## src/rtl/vx_ibuffer_if.sv

```systemverilog
// vx_ibuffer_if: decoded-instruction bus with valid/ready handshake.
interface vx_ibuffer_if #(
    parameter int NW_BITS     = 2,
    parameter int NUM_THREADS = 4,
    parameter int EX_BITS     = 3,
    parameter int OP_BITS     = 4,
    parameter int MOD_BITS    = 3,
    parameter int NR_BITS     = 6,
    parameter int NUM_REGS    = 64
);
    logic                   valid;
    logic                   ready;
    logic [NW_BITS-1:0]     wid;
    logic [NUM_THREADS-1:0] tmask;
    logic [31:0]            PC;
    logic [EX_BITS-1:0]     ex_type;
    logic [OP_BITS-1:0]     op_type;
    logic [MOD_BITS-1:0]    op_mod;
    logic                   wb;
    logic [NR_BITS-1:0]     rd;
    logic [NR_BITS-1:0]     rs1;
    logic [NR_BITS-1:0]     rs2;
    logic [NR_BITS-1:0]     rs3;
    logic [31:0]            imm;
    logic                   use_PC;
    logic                   use_imm;
    logic [NUM_REGS-1:0]    used_regs;

    modport master (
        output valid, wid, tmask, PC, ex_type, op_type, op_mod, wb, rd, rs1, rs2, rs3,
               imm, use_PC, use_imm, used_regs,
        input  ready
    );
    modport slave (
        input  valid, wid, tmask, PC, ex_type, op_type, op_mod, wb, rd, rs1, rs2, rs3,
               imm, use_PC, use_imm, used_regs,
        output ready
    );
endinterface

```

## src/rtl/vx_ibuffer.sv

```systemverilog
// vx_ibuffer: per-warp instruction FIFOs with round-robin dequeue into a registered
// output slot; an instruction arriving while every FIFO is empty bypasses straight to the output.
module vx_ibuffer #(
    parameter int NUM_WARPS   = 4,
    parameter int IBUF_SIZE   = 4,
    parameter int NUM_THREADS = 4,
    parameter int EX_BITS     = 3,
    parameter int OP_BITS     = 4,
    parameter int MOD_BITS    = 3,
    parameter int NR_BITS     = 6,
    parameter int NUM_REGS    = 64
) (
    input  logic                 clk,
    input  logic                 reset,
    vx_ibuffer_if.slave          decode_if,
    vx_ibuffer_if.master         ibuf_deq_if,
    output logic [NUM_WARPS-1:0] warp_pending
);
    localparam int NWB = $clog2(NUM_WARPS);
    localparam int PW  = $clog2(IBUF_SIZE);
    localparam int CW  = $clog2(IBUF_SIZE + 1);
    localparam int DW  = NUM_THREADS + 32 + EX_BITS + OP_BITS + MOD_BITS + 1 + 4 * NR_BITS
                       + 32 + 2 + NUM_REGS;

    logic [DW-1:0]                fifo_q [NUM_WARPS][IBUF_SIZE];
    logic [DW-1:0]                fifo_d [NUM_WARPS][IBUF_SIZE];
    logic [NUM_WARPS-1:0][PW-1:0] rptr_q, rptr_d, wptr_q, wptr_d;
    logic [NUM_WARPS-1:0][CW-1:0] count_q, count_d;
    logic [NWB-1:0]               rr_ptr_q, rr_ptr_d;
    logic                         out_valid_q, out_valid_d;
    logic [NWB-1:0]               out_wid_q, out_wid_d;
    logic [DW-1:0]                out_data_q, out_data_d;
    logic [NUM_WARPS-1:0]         full, empty;
    logic [NWB-1:0]               grant, idx;
    logic                         grant_valid, enq_fire, out_free, pop, enq_fifo;
    logic [DW-1:0]                din;

    assign din = {decode_if.tmask, decode_if.PC, decode_if.ex_type, decode_if.op_type,
                  decode_if.op_mod, decode_if.wb, decode_if.rd, decode_if.rs1, decode_if.rs2,
                  decode_if.rs3, decode_if.imm, decode_if.use_PC, decode_if.use_imm,
                  decode_if.used_regs};

    // A full warp refuses input even if it is being popped this cycle.
    assign decode_if.ready = !full[decode_if.wid] && !reset;
    assign enq_fire        = decode_if.valid && decode_if.ready;
    assign out_free        = !out_valid_q || ibuf_deq_if.ready;
    assign pop             = out_free && grant_valid;
    assign enq_fifo        = enq_fire && !(out_free && !grant_valid);
    assign warp_pending    = ~empty;

    always_comb begin
        grant       = '0;
        grant_valid = 1'b0;
        idx         = '0;
        for (int w = 0; w < NUM_WARPS; w++) begin
            full[w]  = count_q[w] == CW'(IBUF_SIZE);
            empty[w] = count_q[w] == '0;
        end
        // Descending scan so the warp closest after rr_ptr wins.
        for (int i = NUM_WARPS - 1; i >= 0; i--) begin
            idx = rr_ptr_q + NWB'(i + 1);
            if (!empty[idx]) begin
                grant       = idx;
                grant_valid = 1'b1;
            end
        end
    end

    always_comb begin
        fifo_d      = fifo_q;
        rptr_d      = rptr_q;
        wptr_d      = wptr_q;
        rr_ptr_d    = rr_ptr_q;
        out_valid_d = out_valid_q;
        out_wid_d   = out_wid_q;
        out_data_d  = out_data_q;
        if (enq_fifo) begin
            fifo_d[decode_if.wid][wptr_q[decode_if.wid]] = din;
            wptr_d[decode_if.wid] = wptr_q[decode_if.wid] + PW'(1);
        end
        if (pop) begin
            rptr_d[grant] = rptr_q[grant] + PW'(1);
            rr_ptr_d      = grant;
        end
        for (int w = 0; w < NUM_WARPS; w++)
            count_d[w] = count_q[w] + CW'(enq_fifo && decode_if.wid == NWB'(w))
                                    - CW'(pop && grant == NWB'(w));
        if (out_free) begin
            out_valid_d = grant_valid || enq_fire;
            out_wid_d   = grant_valid ? grant : enq_fire ? decode_if.wid : '0;
            out_data_d  = grant_valid ? fifo_q[grant][rptr_q[grant]] : enq_fire ? din : '0;
        end
    end

    always_ff @(posedge clk or posedge reset) begin
        if (reset) begin
            rptr_q      <= '0;
            wptr_q      <= '0;
            count_q     <= '0;
            rr_ptr_q    <= NWB'(NUM_WARPS - 1);
            out_valid_q <= 1'b0;
            out_wid_q   <= '0;
            out_data_q  <= '0;
        end else begin
            rptr_q      <= rptr_d;
            wptr_q      <= wptr_d;
            count_q     <= count_d;
            rr_ptr_q    <= rr_ptr_d;
            out_valid_q <= out_valid_d;
            out_wid_q   <= out_wid_d;
            out_data_q  <= out_data_d;
        end
    end

    // Storage is gated by the counts, so it needs no reset.
    always_ff @(posedge clk) begin
        fifo_q <= fifo_d;
    end

    assign ibuf_deq_if.valid = out_valid_q;
    assign ibuf_deq_if.wid   = out_wid_q;
    assign {ibuf_deq_if.tmask, ibuf_deq_if.PC, ibuf_deq_if.ex_type, ibuf_deq_if.op_type,
            ibuf_deq_if.op_mod, ibuf_deq_if.wb, ibuf_deq_if.rd, ibuf_deq_if.rs1, ibuf_deq_if.rs2,
            ibuf_deq_if.rs3, ibuf_deq_if.imm, ibuf_deq_if.use_PC, ibuf_deq_if.use_imm,
            ibuf_deq_if.used_regs} = out_data_q;
endmodule

```

## src/flat_wrapper.sv

```systemverilog
// flat-port wrapper written by rule: the top's interface ports become plain ports
module vx_ibuffer_flat 
#(
    parameter int NUM_WARPS   = 4,
    parameter int IBUF_SIZE   = 4,
    parameter int NUM_THREADS = 4,
    parameter int EX_BITS     = 3,
    parameter int OP_BITS     = 4,
    parameter int MOD_BITS    = 3,
    parameter int NR_BITS     = 6,
    parameter int NUM_REGS    = 64
)
  (clk, reset, warp_pending, decode_if_valid, decode_if_wid, decode_if_tmask, decode_if_PC, decode_if_ex_type, decode_if_op_type, decode_if_op_mod, decode_if_wb, decode_if_rd, decode_if_rs1, decode_if_rs2, decode_if_rs3, decode_if_imm, decode_if_use_PC, decode_if_use_imm, decode_if_used_regs, decode_if_ready, ibuf_deq_if_valid, ibuf_deq_if_wid, ibuf_deq_if_tmask, ibuf_deq_if_PC, ibuf_deq_if_ex_type, ibuf_deq_if_op_type, ibuf_deq_if_op_mod, ibuf_deq_if_wb, ibuf_deq_if_rd, ibuf_deq_if_rs1, ibuf_deq_if_rs2, ibuf_deq_if_rs3, ibuf_deq_if_imm, ibuf_deq_if_use_PC, ibuf_deq_if_use_imm, ibuf_deq_if_used_regs, ibuf_deq_if_ready);
  vx_ibuffer_if #(.NUM_THREADS(NUM_THREADS), .EX_BITS(EX_BITS), .OP_BITS(OP_BITS), .MOD_BITS(MOD_BITS), .NR_BITS(NR_BITS), .NUM_REGS(NUM_REGS)) decode_if_i ();
  vx_ibuffer_if #(.NUM_THREADS(NUM_THREADS), .EX_BITS(EX_BITS), .OP_BITS(OP_BITS), .MOD_BITS(MOD_BITS), .NR_BITS(NR_BITS), .NUM_REGS(NUM_REGS)) ibuf_deq_if_i ();
  input  logic clk;
  input  logic reset;
  output logic [NUM_WARPS-1:0] warp_pending;
  input wire logic [$bits(decode_if_i.valid)-1:0] decode_if_valid;
  input wire logic [$bits(decode_if_i.wid)-1:0] decode_if_wid;
  input wire logic [$bits(decode_if_i.tmask)-1:0] decode_if_tmask;
  input wire logic [$bits(decode_if_i.PC)-1:0] decode_if_PC;
  input wire logic [$bits(decode_if_i.ex_type)-1:0] decode_if_ex_type;
  input wire logic [$bits(decode_if_i.op_type)-1:0] decode_if_op_type;
  input wire logic [$bits(decode_if_i.op_mod)-1:0] decode_if_op_mod;
  input wire logic [$bits(decode_if_i.wb)-1:0] decode_if_wb;
  input wire logic [$bits(decode_if_i.rd)-1:0] decode_if_rd;
  input wire logic [$bits(decode_if_i.rs1)-1:0] decode_if_rs1;
  input wire logic [$bits(decode_if_i.rs2)-1:0] decode_if_rs2;
  input wire logic [$bits(decode_if_i.rs3)-1:0] decode_if_rs3;
  input wire logic [$bits(decode_if_i.imm)-1:0] decode_if_imm;
  input wire logic [$bits(decode_if_i.use_PC)-1:0] decode_if_use_PC;
  input wire logic [$bits(decode_if_i.use_imm)-1:0] decode_if_use_imm;
  input wire logic [$bits(decode_if_i.used_regs)-1:0] decode_if_used_regs;
  output wire logic [$bits(decode_if_i.ready)-1:0] decode_if_ready;
  output wire logic [$bits(ibuf_deq_if_i.valid)-1:0] ibuf_deq_if_valid;
  output wire logic [$bits(ibuf_deq_if_i.wid)-1:0] ibuf_deq_if_wid;
  output wire logic [$bits(ibuf_deq_if_i.tmask)-1:0] ibuf_deq_if_tmask;
  output wire logic [$bits(ibuf_deq_if_i.PC)-1:0] ibuf_deq_if_PC;
  output wire logic [$bits(ibuf_deq_if_i.ex_type)-1:0] ibuf_deq_if_ex_type;
  output wire logic [$bits(ibuf_deq_if_i.op_type)-1:0] ibuf_deq_if_op_type;
  output wire logic [$bits(ibuf_deq_if_i.op_mod)-1:0] ibuf_deq_if_op_mod;
  output wire logic [$bits(ibuf_deq_if_i.wb)-1:0] ibuf_deq_if_wb;
  output wire logic [$bits(ibuf_deq_if_i.rd)-1:0] ibuf_deq_if_rd;
  output wire logic [$bits(ibuf_deq_if_i.rs1)-1:0] ibuf_deq_if_rs1;
  output wire logic [$bits(ibuf_deq_if_i.rs2)-1:0] ibuf_deq_if_rs2;
  output wire logic [$bits(ibuf_deq_if_i.rs3)-1:0] ibuf_deq_if_rs3;
  output wire logic [$bits(ibuf_deq_if_i.imm)-1:0] ibuf_deq_if_imm;
  output wire logic [$bits(ibuf_deq_if_i.use_PC)-1:0] ibuf_deq_if_use_PC;
  output wire logic [$bits(ibuf_deq_if_i.use_imm)-1:0] ibuf_deq_if_use_imm;
  output wire logic [$bits(ibuf_deq_if_i.used_regs)-1:0] ibuf_deq_if_used_regs;
  input wire logic [$bits(ibuf_deq_if_i.ready)-1:0] ibuf_deq_if_ready;
  assign decode_if_i.valid = decode_if_valid;
  assign decode_if_i.wid = decode_if_wid;
  assign decode_if_i.tmask = decode_if_tmask;
  assign decode_if_i.PC = decode_if_PC;
  assign decode_if_i.ex_type = decode_if_ex_type;
  assign decode_if_i.op_type = decode_if_op_type;
  assign decode_if_i.op_mod = decode_if_op_mod;
  assign decode_if_i.wb = decode_if_wb;
  assign decode_if_i.rd = decode_if_rd;
  assign decode_if_i.rs1 = decode_if_rs1;
  assign decode_if_i.rs2 = decode_if_rs2;
  assign decode_if_i.rs3 = decode_if_rs3;
  assign decode_if_i.imm = decode_if_imm;
  assign decode_if_i.use_PC = decode_if_use_PC;
  assign decode_if_i.use_imm = decode_if_use_imm;
  assign decode_if_i.used_regs = decode_if_used_regs;
  assign decode_if_ready = decode_if_i.ready;
  assign ibuf_deq_if_valid = ibuf_deq_if_i.valid;
  assign ibuf_deq_if_wid = ibuf_deq_if_i.wid;
  assign ibuf_deq_if_tmask = ibuf_deq_if_i.tmask;
  assign ibuf_deq_if_PC = ibuf_deq_if_i.PC;
  assign ibuf_deq_if_ex_type = ibuf_deq_if_i.ex_type;
  assign ibuf_deq_if_op_type = ibuf_deq_if_i.op_type;
  assign ibuf_deq_if_op_mod = ibuf_deq_if_i.op_mod;
  assign ibuf_deq_if_wb = ibuf_deq_if_i.wb;
  assign ibuf_deq_if_rd = ibuf_deq_if_i.rd;
  assign ibuf_deq_if_rs1 = ibuf_deq_if_i.rs1;
  assign ibuf_deq_if_rs2 = ibuf_deq_if_i.rs2;
  assign ibuf_deq_if_rs3 = ibuf_deq_if_i.rs3;
  assign ibuf_deq_if_imm = ibuf_deq_if_i.imm;
  assign ibuf_deq_if_use_PC = ibuf_deq_if_i.use_PC;
  assign ibuf_deq_if_use_imm = ibuf_deq_if_i.use_imm;
  assign ibuf_deq_if_used_regs = ibuf_deq_if_i.used_regs;
  assign ibuf_deq_if_i.ready = ibuf_deq_if_ready;
  vx_ibuffer #(.NUM_WARPS(NUM_WARPS), .IBUF_SIZE(IBUF_SIZE), .NUM_THREADS(NUM_THREADS), .EX_BITS(EX_BITS), .OP_BITS(OP_BITS), .MOD_BITS(MOD_BITS), .NR_BITS(NR_BITS), .NUM_REGS(NUM_REGS)) u_core (.clk(clk), .reset(reset), .decode_if(decode_if_i), .ibuf_deq_if(ibuf_deq_if_i), .warp_pending(warp_pending));
endmodule
```

## config.mk

```make
export PLATFORM = sky130hd
export DESIGN_NAME = vx_ibuffer_flat
export DESIGN_NICKNAME = d
export VERILOG_FILES = /design/src/rtl/vx_ibuffer_if.sv /design/src/rtl/vx_ibuffer.sv /design/src/flat_wrapper.sv
export SDC_FILE = /design/constraint.sdc
export NUM_CORES = 2
export LEC_CHECK = 0
export ABC_AREA = 1
export BUFFER_PORTS_ARGS = -buffer_cell sky130_fd_sc_hd__buf_2
export CAP_MARGIN = 10
export CORE_MARGIN = 8
export CORE_UTILIZATION = 50
export CTS_CLUSTER_SIZE = 10
export DETAILED_ROUTE_END_ITERATION = 8
export PLACE_DENSITY = 0.69
export SYNTH_ARGS = -nofsm -noshare
export SYNTH_HDL_FRONTEND = slang
export SYNTH_SLANG_ARGS = --single-unit
```

## constraint.sdc

```tcl
create_clock -name clk -period 9.79 [get_ports clk]
set_input_delay 0.979 -clock clk [delete_from_list [all_inputs] [get_ports clk]]
set_output_delay 0.979 -clock clk [all_outputs]
set_load 0.005 [all_outputs]
```

== Yosys cells after proc, flatten, opt, wreduce, memory -nomap -nowiden ==
Cells that the tools add are included.

* Word-level logic and storage cells: 147
* Register bits: 2906

* Equality and inequality tests: 10
* Reduce and logical (&&, ||, !) cells: 30
* Order comparisons: 14
* Add/subtract/negate cells: 13
* Bitwise logic cells: 5
* Mux-type cells: 43

{| class="wikitable"
|+ Operators by type and width
! cell !! number
|-
| $bwmux W2704 || 1
|-
| $mux W676 || 3
|-
| $bmux W676 S2 || 1
|-
| $demux W676 S2 || 1
|-
| $mux W169 || 5
|-
| $bmux W169 S2 || 1
|-
| $demux W169 S2 || 1
|-
| $mux W2 || 10
|-
| $lt A2 B3 Y1 const B || 6
|-
| $logic_and A1 B1 Y1 || 17
|-
| $bwmux W8 || 2
|-
| $add A3 B1 Y3 || 4
|-
| $eq A3 B3 Y1 const B || 4
|-
| $ge A3 B3 Y1 const B || 4
|-
| $logic_not A3 Y1 || 4
|-
| $not A2 Y3 || 4
|-
| $sub A3 B1 Y3 || 4
|-
| $bmux W1 S2 || 5
|-
| $mux W1 || 9
|-
| $bmux W2 S2 || 2
|-
| $demux W2 S2 || 2
|-
| $eq A2 B2 Y1 const B || 4
|-
| $add A2 B1 Y2 const B || 3
|-
| $lt A3 B1 Y1 const B || 2
|-
| 7 further kinds || 16
|}

== Logic depth before layout (Yosys ltp) ==
* Word-level depth: 15
* Gate-level depth with buffers: 24
* Gate-level depth less buffers: 20

== Worst setup path before layout ==
No wires, ideal clock.

* Kind: input-to-reg
* From: input reset
* To: register u_core.fifo_q[1352] (netlist name) (enable)
* Setup slack: -4.336 ns
* Stages on the path: 8
* Buffers on the path: 0
* Arrival: 13.425 ns
* Required time: 9.090 ns
* Cell sequence: inv_1 > o2111a_1 > nand2_1 > inv_2 > nand2_1 > nor2_1 > inv_1 > nor2_1

* Cells in the longest elaborated chain, start to end: 4

{| class="wikitable"
|+ Ends and longest elaborated chain
! what !! RTL line !! text
|-
| start: declaration || flat_wrapper.sv:17 || <nowiki>input logic reset;</nowiki>
|-
| $logic_not A1 Y1 || vx_ibuffer.sv:44 || <nowiki>assign decode_if.ready = !full[decode_if.wid] && !reset;</nowiki>
|-
| $logic_and A1 B1 Y1 || vx_ibuffer.sv:44 ||
|-
| named net decode_if_ready || flat_wrapper.sv:35 || <nowiki>output wire logic [$bits(decode_if_i.ready)-1:0] decode_if_ready;</nowiki>
|-
| $logic_and A1 B1 Y1 || vx_ibuffer.sv:45 || <nowiki>assign enq_fire = decode_if.valid && decode_if.ready;</nowiki>
|-
| $logic_and A1 B1 Y1 || vx_ibuffer.sv:48 || <nowiki>assign enq_fifo = enq_fire && !(out_free && !grant_valid);</nowiki>
|-
| end signal: assignment || vx_ibuffer.sv:117 || <nowiki>fifo_q <= fifo_d;</nowiki>
|-
| end: declaration || vx_ibuffer.sv:25 || <nowiki>logic [DW-1:0] fifo_q [NUM_WARPS][IBUF_SIZE];</nowiki>
|}

The timed path passes the listed nets, and every way through them passes these cells.
A chain may end at the register's enable or synchronous reset.

== Worst setup path in the final report ==
* From: register u_core.rr_ptr_q[0]
* To: register u_core.out_data_q[94]

* Cells in the longest elaborated chain, start to end: 14

{| class="wikitable"
|+ Ends and longest elaborated chain
! what !! RTL line !! text
|-
| start: declaration || vx_ibuffer.sv:29 || <nowiki>logic [NWB-1:0] rr_ptr_q, rr_ptr_d;</nowiki>
|-
| start signal: assignment || vx_ibuffer.sv:100 || <nowiki>rr_ptr_q <= NWB'(NUM_WARPS - 1);</nowiki>
|-
| start signal: assignment || vx_ibuffer.sv:108 || <nowiki>rr_ptr_q <= rr_ptr_d;</nowiki>
|-
| $add A2 B2 Y2 / $bmux W1 S2 (equally long branches) || vx_ibuffer.sv:61, vx_ibuffer.sv:62 ||
|-
| $bmux W1 S2 / $mux W1 (equally long branches) || vx_ibuffer.sv:62 || <nowiki>if (!empty[idx]) begin</nowiki>
|-
| $mux W1 (implied by the code) / $mux W2 (equally long branches) || vx_ibuffer.sv:62 ||
|-
| $mux W2 (3 in a row) || vx_ibuffer.sv:62 ||
|-
| $not A2 Y3 (implied by the code) || vx_ibuffer.sv:91 || <nowiki>out_data_d = grant_valid ? fifo_q[grant][rptr_q[grant]] : enq_fire ? din : '0;</nowiki>
|-
| $bmux W676 S2 || vx_ibuffer.sv:91 ||
|-
| $mux W676 (implied by the code) (2 in a row) || vx_ibuffer.sv:91 ||
|-
| $bmux W169 S2 || vx_ibuffer.sv:91 ||
|-
| $mux W169 (implied by the code) (2 in a row) || vx_ibuffer.sv:91 ||
|-
| $mux W169 * || vx_ibuffer.sv:91 ||
|-
| end signal: assignment || vx_ibuffer.sv:111 || <nowiki>out_data_q <= out_data_d;</nowiki>
|-
| end: declaration || vx_ibuffer.sv:32 || <nowiki>logic [DW-1:0] out_data_q, out_data_d;</nowiki>
|}

Mark *: on every way between the ends. The rest lies on a longest branch, timed or not. The select of a mux whose other input is x is not followed.

==> metrics.cfg <==
[run_status]
outcome=finished, final reports clean

[global_route]
antenna_found_initial=53
track_usage=0.256
grt_max_degree=229
gr-total-overflow=0
grt_pass1_wl_um=518000
grt_pass1_vias=82671

[drt]
vias=85343
dr.pass1.iters=7
drc=0
vias_per_cell=5.59
wl_per_cell_um=22.8
ant_nets=0
drt-total-wl_um=347000
first_iter_violations=9558

[timing]
period_needed_ps=6390
fin_ws_ps=3400
period_share=0.653
slew_violations=0
hold_violations=0
finalSetupViolCount=0
max_freq_ghz=0.156
fin_worst_skew_ps=52.1
slew_headroom=0.167
rsz0062_at_grt=false
worst_slew_pin_slew_ps=1250

[cts]
htreeDepth=5
clk_pin_slew_ps=60
clk_latency_ps=950
numClockSinks=2906
cts.path.max_buffers=4
cts_buffers=347
cts_tree=built
clockRootBuffer=clkbuf_16

[logic_synthesis]
syn_area_per_cell_um2=10.6
synth_ff_type=edfxtp_1
yosys_warnings=0
synth-seq-cells=2906
synth_area_leaders=edfxtp_1, nand2_1, dfrtp_1
syn_nets=11870
synth_cell_types=36
synthTopCellsByCount=nand2_1, edfxtp_1, nand3_1
synth-edff-count=2704
synthArstFlopShare=0.0695
yosys.area.top_type=edfxtp_1
synth_area_um2=123000
ys_seq_area_frac=0.699
yosysTopAreaCellShare=0.658
synthCells=11679
yosysMostFrequentCell=nand2_1

[floorplanning]
die_area_um2=263000
die_h_um=513
core-area_um2=246000
ioPinCount=352
die_x_um=513
num_rows=182
start_util=0.502

[setup_path]
cp_num_cells=20
path_cells=inv_4, nand2_1, nand2_2, nand3_2, nand2_1, nand2_1, nand2_1, nand2_8, nand2_8, inv_8, buf_4, buf_4, nand2_1, nand2_1, nand2_1, nand2_1, nand2_1, nand3_1, nand3_1, nand2_1
cp-end-kind=flip-flop
reg2reg_depth=20
crit_top_cell=nand2_1
worst-path-buf-inv=4
cpMaxStageDelayCell=buf_4
worst-setup-path-type=flip-flop to flip-flop
start_kind=flip-flop
path_max_fanout=129
worstPathArrival_ps=7230
critPathTopFamily=buffers and inverters
required_ps=10630
slowest_delay_ps=990

[hold_path]
hold_class=input pin to flip-flop
min_path_cells=3

[cells_and_area]
area_growth_pct=11.3
drive_above_1_share=0.0729
multi_input_area_um2=31800
finalNonFillerCells=15256
ff_latch_area_um2=86300
fin_nets=11989
post-route-util=0.559
fill_cells=20073
final_cell_area_um2=137000

[flow_run]
drv_cap=0

[placed_design]
place.gp.congestion=0.804
dp_cells=14668
pre_cts_ws_ps=3530
place_hpwl_um=162000
placed_cell_area_um2=128000
io_buffer_count=351

## flip-flops by register name, indices dropped and copies added (netlist names)
| signal | flops |
|---|---|
| u_core.count_q | 12 |
| u_core.ibuf_deq_if.valid | 1 |
| u_core.rr_ptr_q | 2 |
| u_core.rptr_q | 8 |
| u_core.out_data_q | 169 |
| u_core.fifo_q | 2704 |
| u_core.ibuf_deq_if.wid | 2 |
| u_core.wptr_q | 8 |
## repair_timing
| item | 4_1_cts | 5_1_grt |
|---|---|---|
| hold buffers | 1 | 0 |
| setup endpoints to repair | 0 | 0 |
| gates resized for setup | 0 | 0 |
| buffers inserted | 0 | 0 |
| hold endpoints to repair | 5 | 0 |
## cells by family after synthesis
group	synth area share
buffers and inverters	0.0449
DFF	0.699
adders and majority gates	0.00187
xor gates and xnor gates	0.000426
AOI/OAI and AO/OA	0.0213
and+or+nand+nor	0.233
## routing by layer
layer	wire (µm)	part of all wire	vias to the layer above	track usage
li1	-	-	39113	-
met1	140000	0.40	41389	0.342
met2	165000	0.47	4005	0.423
met3	29300	0.084	798	0.0433
met4	13300	0.038	38	0.0974
met5	258	0.00074	-	0
## tightest hold or removal path, stage by stage
cell and delay, ps:
buf_2 140, nand3_1 80, nand3_1 60
## final timing paths
path,from,end,slack (ps)
min in group asynchronous,reset,u_core.out_data_q[124],600
worst min-delay path,decode_if_wid[1],u_core.ibuf_deq_if.wid[1],370
max in group asynchronous,reset,u_core.out_data_q[57],6880
worst min register to register,u_core.out_data_q[47],u_core.out_data_q[47],470
worst max register to register,u_core.rr_ptr_q[0],u_core.out_data_q[94],3400
worst max-delay path,u_core.rr_ptr_q[0],u_core.out_data_q[94],3400
## area by class of cell
cell class	instances	share of cell area
flip-flops and latches	2906	0.628
clock buffers	548	0.0695
repair buffers	471	0.0224
clock inverters	15	0.00106
inverters	644	0.0178
diodes	24	0.000437
well taps	3220	0.0293
multi-input cells	7428	0.232
## stage by stage
stage / TNS [ps] / hold slack [ps]
after global placement: 0 / 460
after CTS: 0 / 309
after detailed placement: 0 / 465
after floorplan: -4027780 / 445
final: 0 / 369
after global routing: 0 / 343
## layout by cell type (no fill, tap or decap), types with 3 or more instances in the layout
cell and count:
a21oi_1 102, a32oi_1 170, buf_12 33, buf_2 351
buf_4 86, clkbuf_1 194, clkbuf_16 351, clkbuf_8 3
clkinv_1 4, clkinv_2 4, dfrtp_1 200, diode_2 24
edfxtp_1 2704, fa_1 4, ha_1 12, inv_1 635
inv_2 4, inv_8 4, nand2_1 5682, nand2_8 3
nand3_1 990, nand3b_1 293, nor2_1 17, nor2_4 21
o21ai_0 111, xnor2_1 6
Power is not shown: default switching activity piles up to over one toggle a cycle in this logic, so the estimate is an artifact.
